--- src/rtl/readout_pkg.sv ---
// Shared types and constants for the stereo frame-buffer readout sequencer.
package readout_pkg;

    // Sequencer states, in the order a dump walks through them.
    typedef enum logic [2:0] {
        IDLE,
        ARM,
        ISSUE,
        WAIT,
        SEND,
        DONE
    } state_t;

    // Buffer select encoding shared by the address path and the stream output.
    localparam logic SEL_LEFT  = 1'b0;
    localparam logic SEL_RIGHT = 1'b1;

endpackage

--- src/rtl/bram_word_fetch.sv ---
// Waits out the BRAM read latency after an address is issued, then captures
// the returned word. capture_out is high in the cycle the word is latched, so
// word_out holds the new data from the following cycle onwards.
module bram_word_fetch #(
    parameter int BRAM_WIDTH   = 48,
    parameter int READ_LATENCY = 2
) (
    input  logic                  clk_pixel,
    input  logic                  rst_in,
    input  logic                  start_in,
    input  logic [BRAM_WIDTH-1:0] data_in,
    output logic [BRAM_WIDTH-1:0] word_out,
    output logic                  capture_out
);

    localparam int               CNT_W   = $clog2(READ_LATENCY + 1);
    localparam logic [CNT_W-1:0] LATENCY = CNT_W'(READ_LATENCY);

    logic [CNT_W-1:0] cnt;

    // The last counting cycle is the one in which the BRAM output is valid.
    assign capture_out = (cnt == CNT_W'(1));

    // Latency counter: load on start, count down to zero and park there.
    // NOTE: sequential state uses non-blocking assignments so every register
    // samples the pre-edge values of the others, independent of block order.
    always_ff @(posedge clk_pixel or posedge rst_in) begin
        if (rst_in) begin
            cnt <= '0;
        end else if (start_in) begin
            cnt <= LATENCY;
        end else if (cnt != '0) begin
            cnt <= cnt - 1'b1;
        end
    end

    // Capture register: holds the fetched word until the next capture.
    always_ff @(posedge clk_pixel or posedge rst_in) begin
        if (rst_in) begin
            word_out <= '0;
        end else if (capture_out) begin
            word_out <= data_in;
        end
    end

endmodule

--- src/rtl/stereo_readout_sequencer.sv ---
// Dumps the left then the right camera frame buffer, one word at a time,
// onto a valid/ready stream. Waits for both cameras to finish a frame after
// a start request and freezes both buffers' writes for the whole dump.
module stereo_readout_sequencer
    import readout_pkg::*;
#(
    parameter  int BRAM_WIDTH   = 48,
    parameter  int BRAM_DEPTH   = 12800,
    parameter  int READ_LATENCY = 2,
    localparam int ADDR_W       = $clog2(BRAM_DEPTH)
) (
    input  logic                  clk_pixel,
    input  logic                  rst_in,
    input  logic                  start_in,
    input  logic                  left_frame_done_in,
    input  logic                  right_frame_done_in,
    output logic                  freeze_out,
    output logic [ADDR_W-1:0]     rd_addr_out,
    input  logic [BRAM_WIDTH-1:0] left_data_in,
    input  logic [BRAM_WIDTH-1:0] right_data_in,
    output logic [BRAM_WIDTH-1:0] data_out,
    output logic                  sel_out,
    output logic                  valid_out,
    input  logic                  ready_in,
    output logic                  busy_out,
    output logic                  done_out
);

    localparam logic [ADDR_W-1:0] LAST_ADDR = ADDR_W'(BRAM_DEPTH - 1);

    state_t              state, state_next;
    logic [ADDR_W-1:0]   addr, addr_next;
    logic                sel, sel_next;
    logic                left_flag, left_flag_next;
    logic                right_flag, right_flag_next;
    logic                fetch_start;
    logic                capture;
    logic [BRAM_WIDTH-1:0] fetch_data;

    // Both buffers share one address; only the selected one is captured.
    assign fetch_data = (sel == SEL_RIGHT) ? right_data_in : left_data_in;

    bram_word_fetch #(
        .BRAM_WIDTH   (BRAM_WIDTH),
        .READ_LATENCY (READ_LATENCY)
    ) u_fetch (
        .clk_pixel   (clk_pixel),
        .rst_in      (rst_in),
        .start_in    (fetch_start),
        .data_in     (fetch_data),
        .word_out    (data_out),
        .capture_out (capture)
    );

    // State register, read address, buffer select and sticky frame flags.
    always_ff @(posedge clk_pixel or posedge rst_in) begin
        if (rst_in) begin
            state      <= IDLE;
            addr       <= '0;
            sel        <= SEL_LEFT;
            left_flag  <= 1'b0;
            right_flag <= 1'b0;
        end else begin
            state      <= state_next;
            addr       <= addr_next;
            sel        <= sel_next;
            left_flag  <= left_flag_next;
            right_flag <= right_flag_next;
        end
    end

    // Next-state logic. Flags only accumulate while armed; the dump begins on
    // the same edge the second frame-done pulse is seen.
    // NOTE: every variable gets a default before the case so no path through
    // the block leaves one unassigned, which would infer a latch.
    always_comb begin
        state_next      = state;
        addr_next       = addr;
        sel_next        = sel;
        left_flag_next  = 1'b0;
        right_flag_next = 1'b0;
        fetch_start     = 1'b0;
        case (state)
            IDLE: begin
                if (start_in) begin
                    state_next = ARM;
                end
            end
            ARM: begin
                left_flag_next  = left_flag | left_frame_done_in;
                right_flag_next = right_flag | right_frame_done_in;
                if (left_flag_next && right_flag_next) begin
                    state_next = ISSUE;
                    addr_next  = '0;
                    sel_next   = SEL_LEFT;
                end
            end
            ISSUE: begin
                fetch_start = 1'b1;
                state_next  = WAIT;
            end
            WAIT: begin
                if (capture) begin
                    state_next = SEND;
                end
            end
            SEND: begin
                if (ready_in) begin
                    if (addr != LAST_ADDR) begin
                        addr_next  = addr + 1'b1;
                        state_next = ISSUE;
                    end else if (sel == SEL_LEFT) begin
                        sel_next   = SEL_RIGHT;
                        addr_next  = '0;
                        state_next = ISSUE;
                    end else begin
                        state_next = DONE;
                    end
                end
            end
            DONE: begin
                state_next = IDLE;
            end
            default: begin
                state_next = IDLE;
            end
        endcase
    end

    assign rd_addr_out = addr;
    assign sel_out     = sel;
    assign valid_out   = (state == SEND);
    assign busy_out    = (state != IDLE);
    assign done_out    = (state == DONE);
    assign freeze_out  = (state == ISSUE) || (state == WAIT) || (state == SEND);

endmodule

--- config.mk ---
export PLATFORM = sky130hd
export DESIGN_NAME = stereo_readout_sequencer
export DESIGN_NICKNAME = d
export VERILOG_FILES = /design/src/rtl/readout_pkg.sv /design/src/rtl/bram_word_fetch.sv /design/src/rtl/stereo_readout_sequencer.sv
export SDC_FILE = /design/constraint.sdc
export NUM_CORES = 1
export LEC_CHECK = 0
export CORE_MARGIN = 2
export CORE_UTILIZATION = 35
export CTS_CLUSTER_SIZE = 28
export DETAILED_ROUTE_END_ITERATION = 12
export GPL_ROUTABILITY_DRIVEN = 0
export PLACE_DENSITY = 0.69
export RECOVER_POWER = 25
export SETUP_SLACK_MARGIN = 0.2
export SLEW_MARGIN = 20
export SYNTH_ARGS = -nofsm -noshare
export SYNTH_HDL_FRONTEND = slang
export SYNTH_HIERARCHICAL = 1
export SYNTH_SLANG_ARGS = --single-unit
export TNS_END_PERCENT = 30
--- constraint.sdc ---
create_clock -name clk_pixel -period 4.7 [get_ports clk_pixel]
set_clock_uncertainty 0.05 [all_clocks]
set_input_delay 0.705 -clock clk_pixel [delete_from_list [all_inputs] [get_ports clk_pixel]]
set_output_delay 0.705 -clock clk_pixel [all_outputs]
set_load 0.05 [all_outputs]
# Word-level counts from Yosys, hierarchy flattened
# Index checks and enable logic that the tools add are counted.
[word_totals] register_bits=70 latchBits=0 ram_bits=0 romBits=0 inputBits=102 out_inout_bits=67 wordCells=57 mem_count=0
[op_classes] n_addsub=2 n_mul=0 n_div=0 magnitude_cmp=0 n_eq_ne=13 shifts=0 muxes=22 bitwise_logic=2 n_reduce_logical=11
[ops] cell="2-to-1 mux 14 bit" count=4
[ops] cell="2-to-1 mux 48 bit" count=1
[ops] cell="case mux 14 bit (2 select lines)" count=1
[ops] cell="2-to-1 mux 3 bit" count=6
[ops] cell="case mux 3 bit (5 select lines)" count=1
[ops] cell="adder 14 x 1 -> 14 bit (second input constant)" count=1
[ops] cell="!= test 14 bit (second input constant)" count=1
[ops] cell="AND reduction 4 bit" count=3
[ops] cell="!= test 2 bit (second input constant)" count=4
[ops] cell="== test 3 x 2 -> 1 bit (second input constant)" count=2
[ops] cell="== test 3 bit (second input constant)" count=2
[ops] cell="2-to-1 mux 1 bit" count=6
[ops] cell="nonzero test 2 bit" count=3
[ops] cell="2-to-1 mux 2 bit" count=2
[ops] cell="== test 3 x 1 -> 1 bit (second input constant)" count=1
[ops] cell="logical NOT 3 bit" count=1
[ops] cell="!= test 3 x 2 -> 1 bit (second input constant)" count=1
[ops] cell="nonzero test 3 bit" count=1
[ops] cell="== test 2 x 1 -> 1 bit (second input constant)" count=1
[ops] cell="logical OR 1 bit" count=2
[ops] cell="!= test 2 x 1 -> 1 bit (second input constant)" count=1
[ops] cell="bitwise OR 1 bit" count=2
[ops] cell="case mux 1 bit (2 select lines)" count=1
[ops] cell="subtractor 2 x 1 -> 2 bit (second input constant)" count=1
[ops] cell="logical AND 1 bit" count=1

# Longest topological paths before layout
# Gate-level depths: netlist (run 1).
[depth] ltp_word=4 mapped_depth=7

# Cells and area by module
# Netlist (run 1), hierarchy kept.
[modules_own_cells] module="bram_word_fetch" n_inst=1 cells_per_inst=113 area_each_um2=1979.4 seq_area_each_um2=1251.2
[modules_own_cells] module="stereo_readout_sequencer" n_inst=1 cells_per_inst=208 area_each_um2=1806.7 seq_area_each_um2=500.5

# Least setup slack after synthesis (run 1)
# Ideal clock, no wire load.
[synth_path] kind="reg-to-output" startpoint="reg state[2]" endpoint="out freeze_out" t_arrival_ns=1.836 slack_ns=2.109 stages_incl_launch_ff=4 cell_sequence="dfrtp_1 clkbuf_1 clkbuf_1 o21ai_0"
[synth_via] elab_chain_cells=3 elab_cells_between_ends=5 classes_between="3 x eq/ne; 2 x reduce/logical"
[synth_lines] element="start: declaration" line_no="stereo_readout_sequencer.sv:31" source="state_t state, state_next;"
[synth_lines] element="start signal: assignment" line_no="stereo_readout_sequencer.sv:64" source="state <= state_next;"
[synth_lines] element="== test 3 x 2 -> 1 bit" line_no="stereo_readout_sequencer.sv:135" source="assign freeze_out = (state == ISSUE) || (state == WAIT) || (state == SEND);"
[synth_lines] element="logical OR 1 bit" line_no="stereo_readout_sequencer.sv:135"
[synth_lines] element="logical OR 1 bit (*)" line_no="stereo_readout_sequencer.sv:135"
[synth_lines] element="end: declaration" line_no="stereo_readout_sequencer.sv:17" source="output logic freeze_out,"
# Mark *: on every way between the ends. The rest lies on a longest branch, timed or not.

# Worst setup path in the final report (run 1)
[layout_path] startpoint="reg state[0]" endpoint="out valid_out"
[layout_via] elab_chain_cells=1
[layout_lines] element="== test 3 bit" line_no="stereo_readout_sequencer.sv:132" source="assign valid_out = (state == SEND);"
[layout_lines] element="end: declaration" line_no="stereo_readout_sequencer.sv:23" source="output logic valid_out,"
# No other way between the ends.

==> results.md, run 1 <==
| Metric | Value | Unit |
|---|---|---|
| Most frequent cells in the layout | sky130_fd_sc_hd__clkdlybuf4s50_1, sky130_fd_sc_hd__mux2_2, sky130_fd_sc_hd__dfrtp_1 | - |
| Seq pwr share | 27.3 | % |
| Largest net degree at the start of global routing | 57 | - |
| Clk network pwr share | 15.1 | % |
| Synthesized area per cell | 11.8 | um^2 |
| Clock-pin slew of the registers on the worst-case setup and hold paths | 0.08 | ns |
| Final setup violation count | 0 | - |
| DR DRC count | 0 | - |
| Post-synthesis compound-gate area fraction | 7.34 | % |
| Synthesized-area fraction occupied by xor and xnor cells | 0.463 | % |
| Number of filler instances in the final layout | 940 | - |
| Via count | 3144 | - |
| Net Switching | 0.00173 | W |
| Maximum achievable frequency | 325 | MHz |
| Summed negative setup slack over all endpoints | 0 | ns |
| Proportion of synthesized area in mux cells | 30.5 | % |
| Count of buffers added by post-CTS timing repair for setup | 0 | - |
| Power Density | 661 | nW/um^2 |
| Later-pin clock latency in the skew report | 0.34 | ns |
| Status | finished, final reports clean | - |
| Most common flop cell mapped by yosys | sky130_fd_sc_hd__dfrtp_1 | - |
| Core area | 10400 | um^2 |
| Combined area of all synthesized cells | 3790 | um^2 |
| Tcrit/Tclk final | 65.5 | % |
| Sequential cell area fraction in the yosys report | 46.3 | % |
| Number of clock buffers inserted by TritonCTS | 9 | - |
| Port bufs | 168 | - |
| Critical path capture point type | output pin | - |
| Category of the worst setup path launch point | flip-flop | - |
| Initial antenna violation count | 0 | - |
| Main combinational cell family by area after synthesis | multiplexers | - |
| Area share of fa/ha/maj cells after synthesis | 0.991 | % |
| Post-synthesis register bit count | 70 | - |
| Boundary Pins | 169 | - |
| Arrival @ worst endpoint | 2.32 | ns |
| Switching portion of total power | 45.1 | % |
| Final Non-Filler Cells | 627 | - |
| Number of distinct library cells after synthesis | 43 | - |
| Worst Min Path Start | u_fetch/word_out[0]$_DFFE_PP0P_ | - |
| Max-capacitance violation count | 0 | - |
| Gate count after technology mapping | 321 | - |
| Average wire per standard cell | 15.6 | um |
| Standard-cell row count | 37 | - |
| Relative area change from synthesis to final layout | 53.3 | % |
| Unrepaired setup endpoints after global routing | false | - |
| Max transition margin | 34.0 | % |
| Number of buffers inserted by hold repair at cts | 0 | - |
| RR Startpoint | rd_addr_out[1]$_DFFE_PP0P_ | - |
| Overall routed net length | 9810 | um |
| Count of flip-flops with a built-in enable after synthesis | 0 | - |
| Antenna fix cells | 0 | - |
| Class of the worst hold path | reg2reg | - |
| Number of slew-limit violations in the final report | 0 | - |
| First DRT Iteration DRCs | 87 | - |
| Die H | 108 | um |
| Most common cell after layout, fill and taps aside | sky130_fd_sc_hd__clkdlybuf4s50_1 | - |
| Yosys warning count | 6 | - |
| Die W | 108 | um |
| Count of TritonRoute iterations in the first routing pass | 4 | - |
| Placed Instances | 611 | - |
| Pleak | 2.33 | nW |
| Starting Density | 36.3 | % |
| Number of vias per cell after detailed routing | 5.01 | - |
| Worst EP required | 3.94 | ns |
| Number of resized instances in the post-cts repair step | 0 | - |
| Fraction of layout cells with a size suffix above 1 | 24.4 | % |
| Count of nets left with antenna violations after detail routing | 0 | - |
| First-pass GRT wire length | 16100 | um |
| H-tree levels | 3 | - |
| Internal Power | 0.00211 | W |
| Final Hold Vio Count | 0 | - |
| Total routing usage reported by global routing | 17.6 | % |
| Number of nets produced by synthesis | 426 | - |
| Crit path from | state[0]$_DFFE_PP0P_ | - |
| Critical Setup Path Class | reg2out | - |
| Share of total power in combinational logic | 57.6 | % |
| Detail Placement HPWL | 7240 | um |
| Proportion of synthesized flip-flops having asynchronous set or reset | 100 | % |
| Simple logic cell fraction of the synthesized area | 11.1 | % |
| Number of clock sinks seen by CTS | 70 | - |
| Longest Clk Path Bufs | 2 | - |
| Maximum fanout count along the critical path | 14 | - |
| Transition time at the pin with the least slew margin | 0.979 | ns |
| Highest ir drop seen on vdd | 0.378 | mV |
| Vias in the first global route | 3333 | - |
| TritonCTS clock tree | yes | - |
| Clock root buffer master | sky130_fd_sc_hd__clkbuf_8 | - |
| Number of nets in the layout | 591 | - |
| Remaining global-route overflow | 0 | - |
| Die area | 11700 | um^2 |
| Time the worst path needs with I/O delays and setup | 3.08 | ns |
[cell usage after synthesis, types with 2 or more instances]
cell type | n | area [um^2]
sky130_fd_sc_hd__mux2_2 | 76 | 856
sky130_fd_sc_hd__dfrtp_1 | 70 | 1750
sky130_fd_sc_hd__nand2_1 | 21 | 78.8
sky130_fd_sc_hd__mux2_4 | 20 | 300
sky130_fd_sc_hd__nor2_1 | 16 | 60.1
sky130_fd_sc_hd__o21ai_0 | 14 | 70.1
sky130_fd_sc_hd__clkbuf_1 | 11 | 41.3
sky130_fd_sc_hd__nand3_1 | 11 | 55.1
sky130_fd_sc_hd__nor3_1 | 11 | 55.1
sky130_fd_sc_hd__a21oi_1 | 9 | 45.0
sky130_fd_sc_hd__inv_1 | 9 | 33.8
sky130_fd_sc_hd__nand4_1 | 4 | 25.0
sky130_fd_sc_hd__or3_1 | 4 | 25.0
sky130_fd_sc_hd__buf_2 | 3 | 15.0
sky130_fd_sc_hd__buf_6 | 3 | 33.8
sky130_fd_sc_hd__ha_1 | 3 | 37.5
sky130_fd_sc_hd__nand2b_1 | 3 | 18.8
sky130_fd_sc_hd__or4_1 | 3 | 22.5
sky130_fd_sc_hd__a21o_1 | 2 | 15.0
sky130_fd_sc_hd__a22o_1 | 2 | 17.5
sky130_fd_sc_hd__and2_1 | 2 | 12.5
sky130_fd_sc_hd__o31ai_1 | 2 | 15.0
sky130_fd_sc_hd__xor2_1 | 2 | 17.5
[power groups by stage]
stage	clock network [W]	logic (W)	registers [W]
after floorplan	0	0.000763	0.00180
after global routing	0.000627	0.00233	0.00109
after global placement	0	0.00221	0.00104
after detailed placement	0	0.00223	0.00106
after CTS	0.000595	0.00224	0.00105
final	0.000579	0.00221	0.00105
[stage by stage]
stage	utilization, %	cell area [um^2]	power [W]	worst slack, ns	hold WS (ns)
6_report	55.7	5800	0.00384	1.62	0.457
5_1_grt	55.7	5800	0.00405	1.50	0.479
4_1_cts	55.7	5800	0.00389	1.62	0.462
3_5_place_dp	53.5	5570	0.00329	1.86	0.441
3_3_place_gp	53.5	5570	0.00325	1.89	0.440
2_1_floorplan	-	3790	0.00257	2.11	0.474
[routing by layer]
metal	share of wire, %	global-route usage (%)
met1	41	21.4
met2	50	30.5
met3	7.6	5.55
met4	0.83	4.30
met5	0	0
[cell type report]
class / instances / area, um^2 / share of cell area, %
Multi-Input combinational cell: 225 / 1910 / 33.0
Tap cell: 136 / 170 / 2.93
Inverter: 9 / 33.8 / 0.582
Sequential cell: 70 / 1750 / 30.2
Timing Repair Buffer: 171 / 1700 / 29.4
Clock inverter: 4 / 95.1 / 1.64
Clock buffer: 12 / 135 / 2.33
[logic make-up (layout without fill, tap and decap cells)]
logic type,count (synthesis),in the layout
mux,96,96
simple gates,83,83
flops,70,70
compound gates,41,41
buf+inv,26,196
fa+ha+maj,3,3
xor+xnor,2,2
[worst paths after layout]
kind / to / slack [ns] / cells after the start
max in group asynchronous: sel_out$_DFFE_PP0P_ / 3.12 / 2
worst min register to register: u_fetch/word_out[0]$_DFFE_PP0P_ / 0.46 / 1
worst max-delay path: valid_out / 1.62 / 4
worst min-delay path: u_fetch/word_out[0]$_DFFE_PP0P_ / 0.46 / 1
min in group asynchronous: rd_addr_out[13]$_DFFE_PP0P_ / 0.94 / 2
worst max register to register: rd_addr_out[2]$_DFFE_PP0P_ / 2.24 / 6
[state kept, by name, summed over array words and instances (netlist names)]
signal,flops
right_flag,1
sel_out,1
state,3
left_flag,1
rd_addr_out,14
u_fetch/cnt,2
u_fetch/word_out,48
[critical path, cell delays in order (launching register included)]
cell and delay (ns):
sky130_fd_sc_hd__dfrtp_1 0.52, sky130_fd_sc_hd__nor2_1 0.25, sky130_fd_sc_hd__nand2_1 0.20, sky130_fd_sc_hd__inv_1 0.19
sky130_fd_sc_hd__clkdlybuf4s50_1 0.82
(Power assumes the default switching activity.)
==> run 2: changes to the inputs <==
--- a/config.mk
+++ b/config.mk
@@ -10,7 +10,7 @@
 export CTS_CLUSTER_SIZE = 28
 export DETAILED_ROUTE_END_ITERATION = 12
 export GPL_ROUTABILITY_DRIVEN = 0
-export PLACE_DENSITY = 0.69
+export PLACE_DENSITY = 0.72
 export RECOVER_POWER = 25
 export SETUP_SLACK_MARGIN = 0.2
 export SLEW_MARGIN = 20
==> constraint.sdc (replaced) <==
create_clock -name clk_pixel -period 2.7 [get_ports clk_pixel]
set_clock_uncertainty 0.05 [all_clocks]
set_input_delay 0.405 -clock clk_pixel [delete_from_list [all_inputs] [get_ports clk_pixel]]
set_output_delay 0.405 -clock clk_pixel [all_outputs]
set_load 0.05 [all_outputs]
==> run 2 against run 1 <==
  * Critical path type unchanged
  * First-iteration DRC count is 57% higher
  * Via count rose by 3.2%
  * Die area unchanged
  * Clock-buffer cell count down 1
  * Register-to-register slack lost 1.9 ns
  * Cell area increased by 1.3%
  * Clock power grew 80%
  * Global-route usage rose by 0.24 points
  * Flip-flop and latch count unchanged
  * Cell count up 1.1%
==> results.md, run 2 (synthesis results as in run 1) <==
| Metric | Value | Unit | Change |
|---|---|---|---|
| Number of buffers inserted by hold repair at cts | 0 | - | unchanged |
| Number of slew-limit violations in the final report | 0 | - | unchanged |
| Class of the worst hold path | reg2reg | - | unchanged |
| Core area | 10400 | um^2 | unchanged |
| Time the worst path needs with I/O delays and setup | 2.43 | ns |  |
| Later-pin clock latency in the skew report | 0.33 | ns | was 0.34 ns |
| Clock root buffer master | sky130_fd_sc_hd__clkbuf_8 | - | unchanged |
| TritonCTS clock tree | yes | - | unchanged |
| Number of clock buffers inserted by TritonCTS | 9 | - | unchanged |
| CP endpoint | done_out | - | was valid_out |
| Final Non-Filler Cells | 634 | - | was 627 |
| Status | finished, final reports clean | - | unchanged |
| Max transition margin | 35.6 | % | was 34.0% |
| First DRT Iteration DRCs | 137 | - | was 87 |
| Longest Clk Path Bufs | 2 | - | unchanged |
| Relative area change from synthesis to final layout | 55.3 | % | was 53.3% |
| Summed negative setup slack over all endpoints | 0 | ns | unchanged |
| Overall routed net length | 10100 | um | was 9810 um |
| Detail Placement HPWL | 7540 | um | was 7240 um |
| Seq. cell area | 1760 | um^2 | was 1750 um^2 |
| Post-route standard cell area excluding fillers | 5880 | um^2 | was 5800 um^2 |
| Count of TritonRoute iterations in the first routing pass | 4 | - | unchanged |
| Via count | 3245 | - | was 3144 |
| Crit path setup slack, layout | 0.268 | ns | was 1.62 ns |
| Count of nets left with antenna violations after detail routing | 0 | - | unchanged |
| Starting Density | 36.3 | % | unchanged |
| Critical path capture point type | output pin | - | unchanged |
| Pleak | 2.38 | nW | was 2.33 nW |
| Routed length on met2 | 4960 | um | was 4940 um |
| Vias in the first global route | 3327 | - | was 3333 |
| Register-to-register path setup slack | 0.38 | ns | was 2.24 ns |
| Area of placed instances | 5640 | um^2 | was 5570 um^2 |
| Arrival @ worst endpoint | 1.98 | ns | was 2.32 ns |
| Critical Setup Path Class | reg2out | - | unchanged |
| Max-capacitance violation count | 0 | - | unchanged |
| Antenna fix cells | 0 | - | unchanged |
| Die area | 11700 | um^2 | unchanged |
| Initial antenna violation count | 0 | - | unchanged |
| Maximum achievable frequency | 411 | MHz |  |
| Boundary Pins | 169 | - | unchanged |
| Category of the worst setup path launch point | flip-flop | - | unchanged |
| Unrepaired setup endpoints after global routing | true | - | was false |
| Count of buffers added by post-CTS timing repair for setup | 0 | - | unchanged |
| Remaining global-route overflow | 0 | - | unchanged |
| Placed Instances | 618 | - | was 611 |
| Area of the multi-input gates | 1910 | um^2 | unchanged |
| Largest reg by FF count | u_fetch/word_out | - | unchanged |
| Number of vias per cell after detailed routing | 5.12 | - | was 5.01 |
| Worst Min Path Start | u_fetch/word_out[3]$_DFFE_PP0P_ | - | was u_fetch/word_out[0]$_DFFE_PP0P_ |
| Maximum fanout count along the critical path | 11 | - | was 14 |
| Average wire per standard cell | 16.0 | um | was 15.6 um |
| Wire length on met3 | 831 | um | was 742 um |
| Number of nets in the layout | 598 | - | was 591 |
| Most common cell after layout, fill and taps aside | sky130_fd_sc_hd__clkdlybuf4s50_1 | - | unchanged |
| DR DRC count | 0 | - | unchanged |
| Highest metal layer used by the detailed router | met4 | - | unchanged |
| Standard-cell row count | 37 | - | unchanged |
| Capturing point of the worst reg2reg path | rd_addr_out[13]$_DFFE_PP0P_ | - | was rd_addr_out[2]$_DFFE_PP0P_ |
| First-pass GRT wire length | 16200 | um | was 16100 um |
| Fraction of layout cells with a size suffix above 1 | 25.7 | % | was 24.4% |
| Transition time at the pin with the least slew margin | 0.966 | ns | was 0.979 ns |
| Worst EP required | 2.25 | ns | was 3.94 ns |
| Flip-flop count of the largest register after layout | 48 | - | unchanged |
| Die W | 108 | um | unchanged |
| Clock-pin slew of the registers on the worst-case setup and hold paths | 0.08 | ns | about the same |
| Port bufs | 168 | - | unchanged |
| Most frequent cells in the layout | sky130_fd_sc_hd__clkdlybuf4s50_1, sky130_fd_sc_hd__mux2_2, sky130_fd_sc_hd__dfrtp_1 | - | unchanged |
| H-tree levels | 3 | - | unchanged |
| Tcrit/Tclk final | 90.1 | % |  |
| Largest net degree at the start of global routing | 37 | - | was 57 |
| Number of clock sinks seen by CTS | 70 | - | unchanged |
| Crit path from | state[1]$_DFFE_PP0P_ | - | was state[0]$_DFFE_PP0P_ |
| Power Density | 1160 | nW/um^2 | was 661 nW/um^2 |
| Worst reg-to-reg path cell count | 6 | - | unchanged |
| Total routing usage reported by global routing | 17.9 | % | was 17.6% |
| Number of filler instances in the final layout | 917 | - | was 940 |
| Final setup violation count | 0 | - | unchanged |
| DP Worst Slack | 0.413 | ns | was 1.86 ns |
| Final Hold Vio Count | 0 | - | unchanged |
| Sum of routed wire segments on met1 | 4200 | um | was 4040 um |
| Highest ir drop seen on vdd | 0.686 | mV | was 0.378 mV |
| RR Startpoint | rd_addr_out[0]$_DFFE_PP0P_ | - | was rd_addr_out[1]$_DFFE_PP0P_ |
| Die H | 108 | um | unchanged |
-- run 2: changes by cell type in the layout (fill, tap and decap cells not counted), moves of 2 or more --
cell | before | now
sky130_fd_sc_hd__buf_4 | 3 | 6
sky130_fd_sc_hd__clkdlybuf4s50_1 | 167 | 165
sky130_fd_sc_hd__dfrtp_1 | 69 | 67
sky130_fd_sc_hd__dfrtp_2 | 1 | 3
-- run 2: metrics by stage --
step | total power [W] | hold WS [ns] | utilization, %
6_report | 0.00680 | 0.461 | 56.4
5_1_grt | 0.00715 | 0.476 | 56.4
4_1_cts | 0.00688 | 0.368 | 56.5
3_5_place_dp | 0.00580 | 0.444 | 54.2
3_3_place_gp | 0.00573 | 0.440 | 54.2
2_1_floorplan | 0.00447 | 0.319 | -
-- run 2: layout make-up --
| cell class | count | area share, % |
|---|---|---|
| Inverter | 9 | 0.575 |
| Timing Repair Buffer | 178 | 29.9 |
| Tap cell | 136 | 2.89 |
| Sequential cell | 70 | 29.9 |
| Clock buffer | 11 | 2.40 |
| Clock inverter | 5 | 1.81 |
| Multi-Input combinational cell | 225 | 32.5 |
-- run 2: critical path, cell delays in order, from the launching register on --
cell                              delay (ns)
sky130_fd_sc_hd__dfrtp_1                0.49
sky130_fd_sc_hd__inv_1                  0.16
sky130_fd_sc_hd__and3_1                 0.18
sky130_fd_sc_hd__clkdlybuf4s50_1        0.81
-- run 2: per-layer routing --
layer | GRT usage (%) | up-vias
met1 | 21.7 | 1573
met4 | 4.40 | 0
met5 | 0 | -
li1 | - | 1508
met2 | 30.3 | 146
met3 | 6.51 | 18
-- run 2: how the worst min path moves through the flow --
stage / end / slack, ns / depth (start not counted)
after CTS: u_fetch/word_out[34]$_DFFE_PP0P_ / 0.37 / 2
after global routing: u_fetch/word_out[3]$_DFFE_PP0P_ / 0.48 / 1
final: u_fetch/word_out[3]$_DFFE_PP0P_ / 0.46 / 1
after floorplan: left_flag$_DFF_PP0_ / 0.32 / 1
after detailed placement: u_fetch/word_out[18]$_DFFE_PP0P_ / 0.44 / 1
after global placement: u_fetch/word_out[4]$_DFFE_PP0P_ / 0.44 / 1
-- run 2: repair_timing --
item                                    CTS  global route
endpoints found under the setup margin    2             4
pin swaps                                 0             0
resized for setup                         1             1
-- run 2: power breakdown --
part	total (W)	internal, W	switching [W]
Combinational	0.00397	0.00160	0.00237
Clock	0.00104	0.000641	0.000403
Sequential	0.00179	0.00150	0.000287
Total	0.00680	0.00374	0.00306
